===== src/rtl/shift_register_universal.sv =====
// Universal shift register: parallel load, then shift N positions (left/right;
// logical, rotate or arithmetic) one per clock under a small IDLE/SHIFT sequencer.
//
// state | meaning
// IDLE  | waiting; accepts load (priority) or start
// SHIFT | one shift per clock until remaining reaches zero
module shift_register_universal #(
  parameter int WIDTH = 8,
  localparam int CNT_W = $clog2(WIDTH+1)
) (
  input  logic             clk,
  input  logic             reset,
  input  logic             load,
  input  logic [WIDTH-1:0] data_in,
  input  logic             start,
  input  logic [CNT_W-1:0] shift_count,
  input  logic             dir,
  input  logic [1:0]       mode,
  input  logic             serial_in,
  output logic [WIDTH-1:0] data_out,
  output logic             serial_out,
  output logic             busy,
  output logic             done
);

  typedef enum logic {IDLE, SHIFT} state_t;

  localparam logic [1:0] MODE_ROT   = 2'b01;
  localparam logic [1:0] MODE_ARITH = 2'b10;

  state_t           state_q, state_d;
  logic [WIDTH-1:0] data_d;
  logic             sout_d;
  logic             done_d;
  logic [CNT_W-1:0] remaining_q, remaining_d;
  logic             dir_q, dir_d;
  logic [1:0]       mode_q, mode_d;
  logic [CNT_W-1:0] count_clamped;
  logic [WIDTH-1:0] shifted;
  logic             shift_out;
  logic             fill;

  assign count_clamped = (shift_count > CNT_W'(WIDTH)) ? CNT_W'(WIDTH) : shift_count;

  // One-position shift of the current word using the latched direction/mode.
  always_comb begin
    fill      = serial_in;
    shifted   = data_out;
    shift_out = 1'b0;
    if (!dir_q) begin
      if (mode_q == MODE_ROT)        fill = data_out[WIDTH-1];
      else if (mode_q == MODE_ARITH) fill = 1'b0;
      shifted   = {data_out[WIDTH-2:0], fill};
      shift_out = data_out[WIDTH-1];
    end else begin
      if (mode_q == MODE_ROT)        fill = data_out[0];
      else if (mode_q == MODE_ARITH) fill = data_out[WIDTH-1];
      shifted   = {fill, data_out[WIDTH-1:1]};
      shift_out = data_out[0];
    end
  end

  always_comb begin
    state_d     = state_q;
    data_d      = data_out;
    sout_d      = serial_out;
    done_d      = 1'b0;
    remaining_d = remaining_q;
    dir_d       = dir_q;
    mode_d      = mode_q;
    case (state_q)
      IDLE: begin
        if (load) begin
          data_d = data_in;
        end else if (start) begin
          if (count_clamped == '0) begin
            done_d = 1'b1;
          end else begin
            remaining_d = count_clamped;
            dir_d       = dir;
            mode_d      = mode;
            state_d     = SHIFT;
          end
        end
      end
      SHIFT: begin
        data_d      = shifted;
        sout_d      = shift_out;
        remaining_d = remaining_q - CNT_W'(1);
        if (remaining_q == CNT_W'(1)) begin
          state_d = IDLE;
          done_d  = 1'b1;
        end
      end
      default: state_d = IDLE;
    endcase
  end

  always_ff @(posedge clk) begin
    if (reset) begin
      state_q     <= IDLE;
      data_out    <= '0;
      serial_out  <= 1'b0;
      done        <= 1'b0;
      remaining_q <= '0;
      dir_q       <= 1'b0;
      mode_q      <= 2'b00;
    end else begin
      state_q     <= state_d;
      data_out    <= data_d;
      serial_out  <= sout_d;
      done        <= done_d;
      remaining_q <= remaining_d;
      dir_q       <= dir_d;
      mode_q      <= mode_d;
    end
  end

  assign busy = (state_q == SHIFT);

endmodule

===== config.mk =====
export PLATFORM = sky130hd
export DESIGN_NAME = shift_register_universal
export DESIGN_NICKNAME = d
export VERILOG_FILES = /design/src/rtl/shift_register_universal.sv
export SDC_FILE = /design/constraint.sdc
export NUM_CORES = 1
export LEC_CHECK = 0
export BUFFER_PORTS_ARGS = -buffer_cell sky130_fd_sc_hd__buf_2
export CELL_PAD_IN_SITES_DETAIL_PLACEMENT = 0
export CELL_PAD_IN_SITES_GLOBAL_PLACEMENT = 2
export CORE_AREA = 2 2 67 69
export CTS_CLUSTER_DIAMETER = 60
export DETAILED_ROUTE_END_ITERATION = 6
export DIE_AREA = 0 0 69 71
export HOLD_SLACK_MARGIN = 0.02
export PLACE_DENSITY = 0.67
export SLEW_MARGIN = 20
export SYNTH_ARGS = -nofsm -noshare
export SYNTH_HDL_FRONTEND = slang
export SYNTH_SLANG_ARGS = --single-unit

===== constraint.sdc =====
create_clock -name clk -period 1.5 [get_ports clk]
set_input_delay 0.3 -clock clk [delete_from_list [all_inputs] [get_ports clk]]
set_output_delay 0.3 -clock clk [all_outputs]
set_load 0.05 [all_outputs]

==> Word level (Yosys, flattened, before mapping) <==
Cells that the tools add are included.
{ "classes": {"mux": 23, "n_eq_ne": 8, "magnitude_cmp": 1, "bitwise_logic": 3, "addsub": 1, "n_reduce_logical": 4} }
{ "op_table": {"columns": ["operator", "n"], "rows": [
  ["4-bit 2-to-1 mux", 4],
  ["8-bit 2-to-1 mux", 2],
  ["8-bit case mux with 2 select lines", 1],
  ["1-bit 2-to-1 mux", 13],
  ["2-bit != test (second input constant)", 4],
  ["4-bit case mux with 2 select lines", 1],
  ["4-bit by 1-bit == test with 1-bit output (second input constant)", 1],
  ["4-bit > comparator (second input constant)", 1],
  ["4-bit zero test", 1],
  ["4-bit != test (second input constant)", 1],
  ["1-bit case mux with 2 select lines", 2],
  ["4-bit AND reduction", 1],
  ["4-bit by 1-bit subtractor with 4-bit output (second input constant)", 1],
  ["1-bit NOT", 3],
  ["3-bit AND reduction", 1],
  ["2-bit by 1-bit == test with 1-bit output (second input constant)", 1],
  ["2-bit == test (second input constant)", 1],
  ["2-bit AND reduction", 1]
]} }
{ "word_totals": {"ff_bits": 18, "out_inout_bits": 11, "elab_cells": 48} }

==> Logic depth before layout (Yosys ltp) <==
Gate-level depths: netlist of run 1.
{ "depth": {"word_depth": 7, "mapped_depth": 5, "mapped_depth_nobuf": 5} }

==> Worst setup path after synthesis of run 1 <==
No wires, ideal clock.
{ "synth_path": {"kind": "register to register", "startpoint": "register state_q (netlist: busy)", "endpoint": "register remaining_q[2]", "setup_ns": 0.095, "setup_slack_ns": -0.054, "path_stages_with_launch": 5, "arrival_ns": 1.458, "required_ns": 1.405, "path_cell_list": "dfxtp_1 > buf_2 > clkbuf_1 > a21oi_1 > a221oi_1"} }
{ "synth_via": {"elab_chain_len": 3, "word_cells_on_any_way": 6, "cone_classes": "eq/ne: 3; mux: 1; bitwise: 1; reduce/logical: 1"} }
{ "synth_lines": {"columns": ["element", "line_no", "text"], "rows": [
  ["start, declared", "31", "state_t state_q, state_d;"],
  ["start signal, assigned", "109", "state_q <= state_d;"],
  ["1-bit NOT", null, null],
  ["2-bit != test (no source line)", null, null],
  ["3-bit AND reduction (no source line)", null, null],
  ["end signal, assigned", "113", "remaining_q <= remaining_d;"],
  ["end, declared", "35", "logic [CNT_W-1:0] remaining_q, remaining_d;"]
]} }
Several ways; a longest one is shown, not always the timed one.
A chain may end at the register's enable or synchronous reset.

==> Worst setup path after layout of run 1 <==
{ "layout_path": {"startpoint": "register state_q (netlist: busy)", "endpoint": "output busy"} }
{ "layout_lines": {"columns": ["element", "line_no", "text"], "rows": [
  ["end, declared", "22", "output logic busy,"]
]} }
No word-level cell between the ends.

==> metrics.txt, run 1 <==
pin count of the biggest net entering global routing 23; post-cts resize count 0; post-CTS setup buffer count 0; Worst-Skew Late Latency 250 ps; Die X 69 um; Fin Clk Skew 2.91 ps; Peak VDD IR 519 uV; Fmax about 740 MHz; diode count 0; gr ovfl total 0; Yosys top cell area share 0.353; max_cap viols 0; Seq/Total Area, Yosys 0.353; post-layout net count 167; Worst setup EP type primary output; R2R Setup Slk 220 ps; register bit count reported by yosys 18; routed wire length 2730 um; hold_ws 310 ps; Setup CP Type reg2out; HP Class in2reg; crit path max fanout 13; Worst Path Required 1200 ps; Syn Std Cell Area 1020 um^2; CP arrival 1050 ps; main area contributors after synthesis dfxtp_1, mux2i_1, a211oi_1; count of final setup violators 0; routability cong. 0.766; synthesized instance count 110; most used routing layer met2; clk sinks 18; number of synthesis warnings 0; Net Count, Synth 132; post-route setup TNS 0 ps; Netlist cell types 32; Startpoint Class flop; 1st-iter DRT viols 57; leading area contributor after synthesis dfxtp_1; CTS root buffer clkbuf_8; Port Buf Inserts 30; grt met2 use 0.199; reg2reg end data_out[0]; GR Util met3 0.0370; Clk pwr share 0.278; row count 24; WL/cell 14.0 um; Sw Ratio 0.334; Buffers & Inverters on Critical Path 1; combinational power share 0.272; layout cell share with drive strength beyond 1 0.301; Vias approximately 970; crit path from busy; Hold Path Origin dir; max-slew violations 0; H-tree depth 1; Initial Utilization 0.243; clk buf depth 2; First-pass DRT Iterations 4; I/O pin count 31; peak per-stage delay on the critical path 480 ps; Critical-path top delay cell dfxtp_2; status finished, final reports clean; core area 4200 um^2; RSZ-0062 raised after global routing no; cell family with most CP delay flip-flops; crit path cell chain buf_2; GRT Total Usage 0.113; vias in the first global route slightly below 1000; global-route wire length before repair 4510 um; fin crit share 0.897; Area Growth Syn to Fin 27.2%; cell-internal power approximately 830 uW; Avg Inst Size Synth 9.29 um^2; CTS Buf Count 3; clk slew on worst S/H paths roughly 70 ps; Antenna Nets Post-Route 0; WHS Endpoint dir_q; FILL cells 476; slew at the pin closest to its max-slew limit 444 ps; hold path cells 3; Worst R2R Start mode_q[1]; Switch Pwr 417 uW; Hold Vio Cnt, Final 0; max_slew headroom 0.700; Reg2Reg Depth 3; DP HPWL 2020 um; Vias/cell 4.97; die height 71 um; full die area 4900 um^2; met1 GRT Util 0.136; antenna violations before repair 0; DR DRC count 0; leakage 0.506 nW; pwr/cell area 960 nW/um^2; CTS Hold Buffers Added 0; Seq pwr share 0.451; post-route minimum period 1350 ps; CTS tree done
-- worst max path at each step --
stage | to | slack (ps) | depth (start not counted)
floorplan | data_out[7] | 80 | 3
global placement | remaining_q[0] | 170 | 4
detailed placement | remaining_q[2] | 150 | 4
CTS | busy | 150 | 1
global route | data_out[7] | 90 | 3
finish | busy | 150 | 1
-- power by group through the flow --
stage               clock, mW  sequential, mW  combinational (mW)
floorplan                   0           0.643               0.158
global placement            0           0.572               0.339
detailed placement          0           0.573               0.340
CTS                     0.360           0.562               0.342
global route            0.376           0.568               0.369
finish                  0.347           0.562               0.339
-- layer usage --
layer | up-vias | part of all wire
li1 | 478 | -
met1 | 453 | 0.46
met2 | 36 | 0.47
met3 | 2 | 0.058
met4 | 0 | 0.0077
met5 | - | 0
-- stage by stage --
stage,power (mW),instances,setup slack (ps),area [um^2],util
after floorplan,0.801,110,82.3,1020,-
after global placement,0.912,192,169,1260,0.299
after detailed placement,0.913,192,146,1260,0.299
after global routing,1.31,195,94.0,1300,0.309
final,1.25,195,154,1300,0.309
after CTS,1.26,195,147,1300,0.309
-- registers in the layout, summed over array words and instances, names as in the netlist --
| register | cells |
|---|---|
| busy | 1 |
| data_out | 8 |
| dir_q | 1 |
| done | 1 |
| mode_q | 2 |
| remaining_q | 4 |
| serial_out | 1 |
-- logic make-up after synthesis --
family,share of synthesized area
muxes,0.119
adders and majority gates,0.0245
and+or+nand+nor,0.190
xor gates and xnor gates,0.0171
buffers and inverters,0.0539
DFF,0.353
AOI/OAI and AO/OA,0.244
-- cell usage after synthesis, drive strengths merged --
master / n
clkbuf: 4
a221oi: 4
nor3: 2
inv: 6
buf: 3
nand2: 1
a211oi: 13
mux2i: 11
or2: 1
ha: 2
xnor2: 2
dfxtp: 18
nor4bb: 2
o211ai: 1
a31oi: 2
nand2b: 9
nand4b: 1
nor2: 3
a21oi: 5
a311oi: 1
o21ai: 5
mux2: 1
o32ai: 1
o211a: 1
a211o: 1
a311o: 1
nor4: 1
nor3b: 1
nor2b: 7
-- placed cells by master, fill, tap and decap left out, types with 2 or more instances in the layout --
cell type,synthesis,routed
inv_1,6,6
dfxtp_1,18,17
a221oi_1,4,4
nor2_1,3,3
ha_1,2,2
xnor2_1,2,2
buf_4,1,7
o21ai_0,2,2
a21oi_1,5,5
a211oi_1,13,13
nand2b_1,9,9
buf_2,2,30
nor2b_1,7,7
mux2i_1,11,11
a31oi_1,2,2
o21ai_1,3,3
nor4bb_1,2,2
clkbuf_8,0,3
-- cell type report --
class	instances	area, um^2	area share
clock buffer	3	41.3	0.0318
inverter	6	22.5	0.0173
multi-input combinational	79	607	0.467
sequential	18	362	0.278
tap	52	65.1	0.0500
timing repair buffer	37	203	0.156
-- tightest hold or removal path: cells and delay by family --
| family | cells | cell delay [ps] |
|---|---|---|
| buffers and inverters | 1 | 100 |
| multiplexers | 1 | 60 |
| AND/OR/NAND/NOR | 1 | 60 |
Note: power is estimated with default switching activity, not from simulation.
==> run 2, diff against run 1 <==
Settings changed: PLACE_DENSITY 0.67 to 0.69.
Clock period 1.5 ns to 1.1 ns, I/O delays scaled along.
==> run 2 against run 1 <==
  * The flow now finishes with violations (negative setup slack)
  * Power is 51% higher
  * Die area stayed put
  * Via count is 7.3% higher
  * Utilization is 7.6 points higher
==> metrics.txt, run 2 (synthesis gave the netlist of run 1 again) <==
status finished, violations left; violated checks negative setup slack; Initial Utilization 0.243; Hold Vio Cnt, Final 0; routability cong. about 0.8; clk sinks 18; Die X 69 um; leakage between 0.6 and 0.7 nW; routed wire length between 2000 and 3000 um; Worst setup EP type flop; FILL cells 425; row count 24; Port Buf Inserts 30; HP Class in2reg; stages on the worst setup path 3; peak per-stage delay on the critical path 360 ps; dpl ws -141 ps; layout cell share with drive strength beyond 1 0.512; design area 1620 um^2; gr ovfl total 0; crit path max fanout 5; Critical-path top delay cell dfxtp_4; met1 GRT Util 0.150; WL/cell between 10 and 15 um; antenna violations before repair 0; RSZ-0062 raised after global routing yes; Top reg by flops data_out; multi-input logic area 668 um^2; H-tree depth 1; most common cell after layout, fill and taps aside buf_4; Setup CP Type reg2reg; Worst Slack Setup Final -84.9 ps; CTS root buffer clkbuf_8; Reg2Reg Depth 3; GRT Total Usage 0.124; post-route minimum period around 1200 ps; Vias 1040; I/O pin count 31; CTS tree done; Area Growth Syn to Fin 58.5%; CTS Buf Count 3; vias in the first global route 1078; Fin Clk Skew 2.30 ps; clk slew on worst S/H paths 70 ps; CTS Hold Buffers Added 0; full die area 4900 um^2; Peak VDD IR 442 uV; fin crit share 1.08; Worst Path Required 1250 ps; Worst-Skew Late Latency 250 ps; core area 4200 um^2; grt met2 use 0.214; crit path cell chain nand2b_1 > a311o_1 > a311oi_1; CP arrival 1340 ps; 1st-iter DRT viols 29; pwr/cell area 1160 nW/um^2; Vias/cell 4.81; most frequent cells in the layout buf_4, buf_2, a211oi_1, mux2i_1, nand2b_1; DP HPWL around 2200 um; First-pass DRT Iterations 4; cell family with most CP delay compound AO/OA/AOI/OAI gates; Fmax ~840 MHz; Antenna Nets Post-Route 0; Buffers & Inverters on Critical Path 0; hold path cells 3; pin count of the biggest net entering global routing 17; max_cap viols 0; diode count 0; hold_ws around 220 ps; global-route wire length before repair 4990 um; Largest regs data_out x8, remaining_q x4, mode_q x2; Pwr Total 1.88 mW; most used routing layer met2; max_slew headroom 0.697; GR Util met3 0.0399; max FFs per register 8; Placed Area approximately 1400 um^2; clk buf depth 2; count of final setup violators 3; max-slew violations 0; Startpoint Class flop; post-layout net count 187; Reg area 389 um^2; die height 71 um; slew at the pin closest to its max-slew limit around 450 ps; DR DRC count 0; post-route setup TNS -171 ps
==> run 2: stage by stage <==
stage,utilization,cells
final,0.385,216
after global routing,0.385,216
after CTS,0.367,215
after detailed placement,0.335,208
after global placement,0.335,208
after floorplan,-,110
==> run 2: repair_timing <==
action                     in CTS  in global routing
setup endpoints to repair       8                 26
resized for setup              18                 22
setup buffers                   3                  1
pin swaps                       1                  3
==> run 2: area by class of cell <==
type | count | share of cell area
sequential | 18 | 0.240
timing repair buffer | 57 | 0.266
multi-input combinational | 79 | 0.412
clock buffer | 4 | 0.0278
tap | 52 | 0.0402
inverter | 6 | 0.0139
==> run 2: path summary, 6_finish.rpt <==
kind	endpoint	from	slack, ps
worst max register to register	data_out[7]	mode_q[1]	-80
worst max-delay path	data_out[7]	mode_q[1]	-80
worst min-delay path	mode_q[1]	mode[1]	220
worst min register to register	serial_out	serial_out	510
==> run 2: worst register-to-register path: cells and delay by family (launching register included) <==
family	cells	cell delay, ps
AOI/OAI and AO/OA	2	590
DFF	1	360
and+or+nand+nor	1	140
==> run 2: power by group <==
part / leakage, nW / total [mW] / switching, mW / internal (mW)
logic: 0.461 / 0.632 / 0.326 / 0.306
registers: 0.154 / 0.767 / 0.0574 / 0.710
clock network: 0.0228 / 0.483 / 0.225 / 0.257
total: 0.638 / 1.88 / 0.609 / 1.27
==> run 2: per-layer routing <==
layer	vias to the layer above	wire length (um)
met5	-	0
met4	0	20
met3	2	117
met2	16	1560
met1	501	1280
li1	521	-
==> run 3, diff against run 2 <==
--- a/constraint.sdc
+++ b/constraint.sdc
@@ -3,2 +3,2 @@
 set_output_delay 0.22 -clock clk [all_outputs]
-set_load 0.05 [all_outputs]
+set_load 0.005 [all_outputs]
==> run 3 against run 2 <==
  * The flow still finishes with violations (negative setup slack)
  * Sequential power down 0.7%
  * Register-to-register slack better by 20 ps
  * Global-route usage down 0.94 points
  * Routed wire length down 7.2%
  * Clock-buffer cell count unchanged
  * Critical path type unchanged
  * Power down 6.0%
  * Highest routed layer unchanged
  * Largest cell class unchanged
  * Combinational power down 28%
  * Die area unchanged
  * Non-clock buffer count down 6
==> metrics.txt, run 3 (synthesis gave the netlist of run 1 again) <==
GRT Total Usage 0.115; Worst Slack Setup Final -62.9 ps; peak per-stage delay on the critical path roughly 350 ps; combinational power share 0.257; pwr/cell area 1170 nW/um^2; Initial Utilization 0.243; Vias/cell 4.87; status finished, violations left; post-route minimum period 1160 ps; Antenna Nets Post-Route 0; cell-internal power 1.28 mW; diode count 0; Sw Ratio 0.278; max FFs per register 8; Worst Path Required 1230 ps; Seq pwr share 0.431; Critical-path top delay cell dfxtp_2; antenna violations before repair 0; vias in the first global route 980; crit path max fanout 3; Worst setup EP type flop; die height a little over 70 um; Port Buf Inserts 30; count of final setup violators 2; clk buf depth 2; gr ovfl total 0; slew at the pin closest to its max-slew limit 339 ps; crit path cell chain mux2_4 > a221oi_2 > o32ai_2; max_cap viols 0; most common cell after layout, fill and taps aside buf_2; routability cong. 0.727; most frequent cells in the layout buf_2, buf_4, a211oi_1, dfxtp_1, mux2i_1; WL/cell ~13 um; pin count of the biggest net entering global routing 17; leakage 0.603 nW; cell family with most CP delay compound AO/OA/AOI/OAI gates; post-layout net count approximately 180; Post-Layout Cell Count 210; layout cell share with drive strength beyond 1 0.468; global-route wire length before repair between 4000 and 5000 um; Top reg by flops data_out; I/O pin count 31; clk sinks 18; Setup CP Type reg2reg; H-tree depth 1; CTS Buf Count 3; Vias about 1000; First-pass DRT Iterations 4; hold_ws 212 ps; Die X 69 um; CTS root buffer clkbuf_8; dpl ws -167 ps; Hold Vio Cnt, Final 0; max_slew headroom 0.773; core area 4200 um^2; DR DRC count 0; Startpoint Class flop; placed cells between 200 and 250; Largest regs data_out x8, remaining_q x4, mode_q x2; 1st-iter DRT viols 32; full die area 4900 um^2; row count 24; CP arrival between 1000 and 1500 ps; Fin Clk Skew 5.79 ps; max-slew violations 0; HP Class in2reg; Peak VDD IR 767 uV; CTS tree done; DP HPWL 2030 um; fin crit share 1.06; CTS Hold Buffers Added 0; RSZ-0062 raised after global routing yes; Buffers & Inverters on Critical Path 0; clk slew on worst S/H paths 80 ps; Clk pwr share 0.313; routed wire length 2760 um; violated checks negative setup slack; Worst-Skew Late Latency 250 ps; Area Growth Syn to Fin 48.5%; Switch Pwr 492 uW; Fmax around 860 MHz
==> run 3: cell count changes in the layout (fill, tap and decap cells not counted), sizes merged <==
cell,delta
buf,-1
clkbuf,-5
==> run 3: worst paths after layout <==
check | from | depth (start not counted) | slack [ps] | endpoint
min reg2reg | serial_out | 2 | 510 | serial_out
min | mode[1] | 3 | 210 | mode_q[1]
max | mode_q[1] | 3 | -60 | data_out[0]
max reg2reg | mode_q[1] | 3 | -60 | data_out[0]
==> run 3: per-stage QoR <==
step	cell area, um^2	total power [mW]	util	TNS [ps]
2_1_floorplan	1030	0.986	-	-48.0
3_3_place_gp	1360	1.17	0.323	-786
3_5_place_dp	1360	1.17	0.323	-1150
4_1_cts	1490	1.77	0.354	-73.4
5_1_grt	1520	1.88	0.361	-276
6_report	1520	1.77	0.361	-93.4
==> run 3: cell type report <==
class,instances,area (um^2)
fillers,451,2690
multi-input cells,79,677
flip-flops and latches,18,373
repair buffers,51,325
well taps,52,65.1
clock buffers,4,55.1
inverters,6,22.5
==> run 3: repair_timing <==
item | in CTS | in global routing
setup endpoints to repair | 7 | 9
gates resized for setup | 17 | 7
pin swaps | 6 | 5
cloned | 0 | 0
buffers inserted | 1 | 0
==> run 3: metal layers <==
metal	GRT usage	routed length [um]	up-vias
li1	-	-	508
met1	0.156	1340	488
met2	0.188	1300	25
met3	0.0328	113	2
met4	0.0131	12	0
met5	0	0	-
==> run 3: worst register-to-register path, delay by kind of cell (launching register included) <==
kind | cells | cell delay, ps
compound gates | 2 | 390
flops | 1 | 350
mux | 1 | 300
==> run 3: power by group through the flow <==
stage                     Combinational, mW  Clock (mW)  Sequential (mW)
after floorplan                       0.220           0            0.765
after global placement                0.399           0            0.768
after detailed placement              0.403           0            0.768
after CTS                             0.445       0.568            0.762
after global routing                  0.502       0.602            0.772
final                                 0.455       0.553            0.762
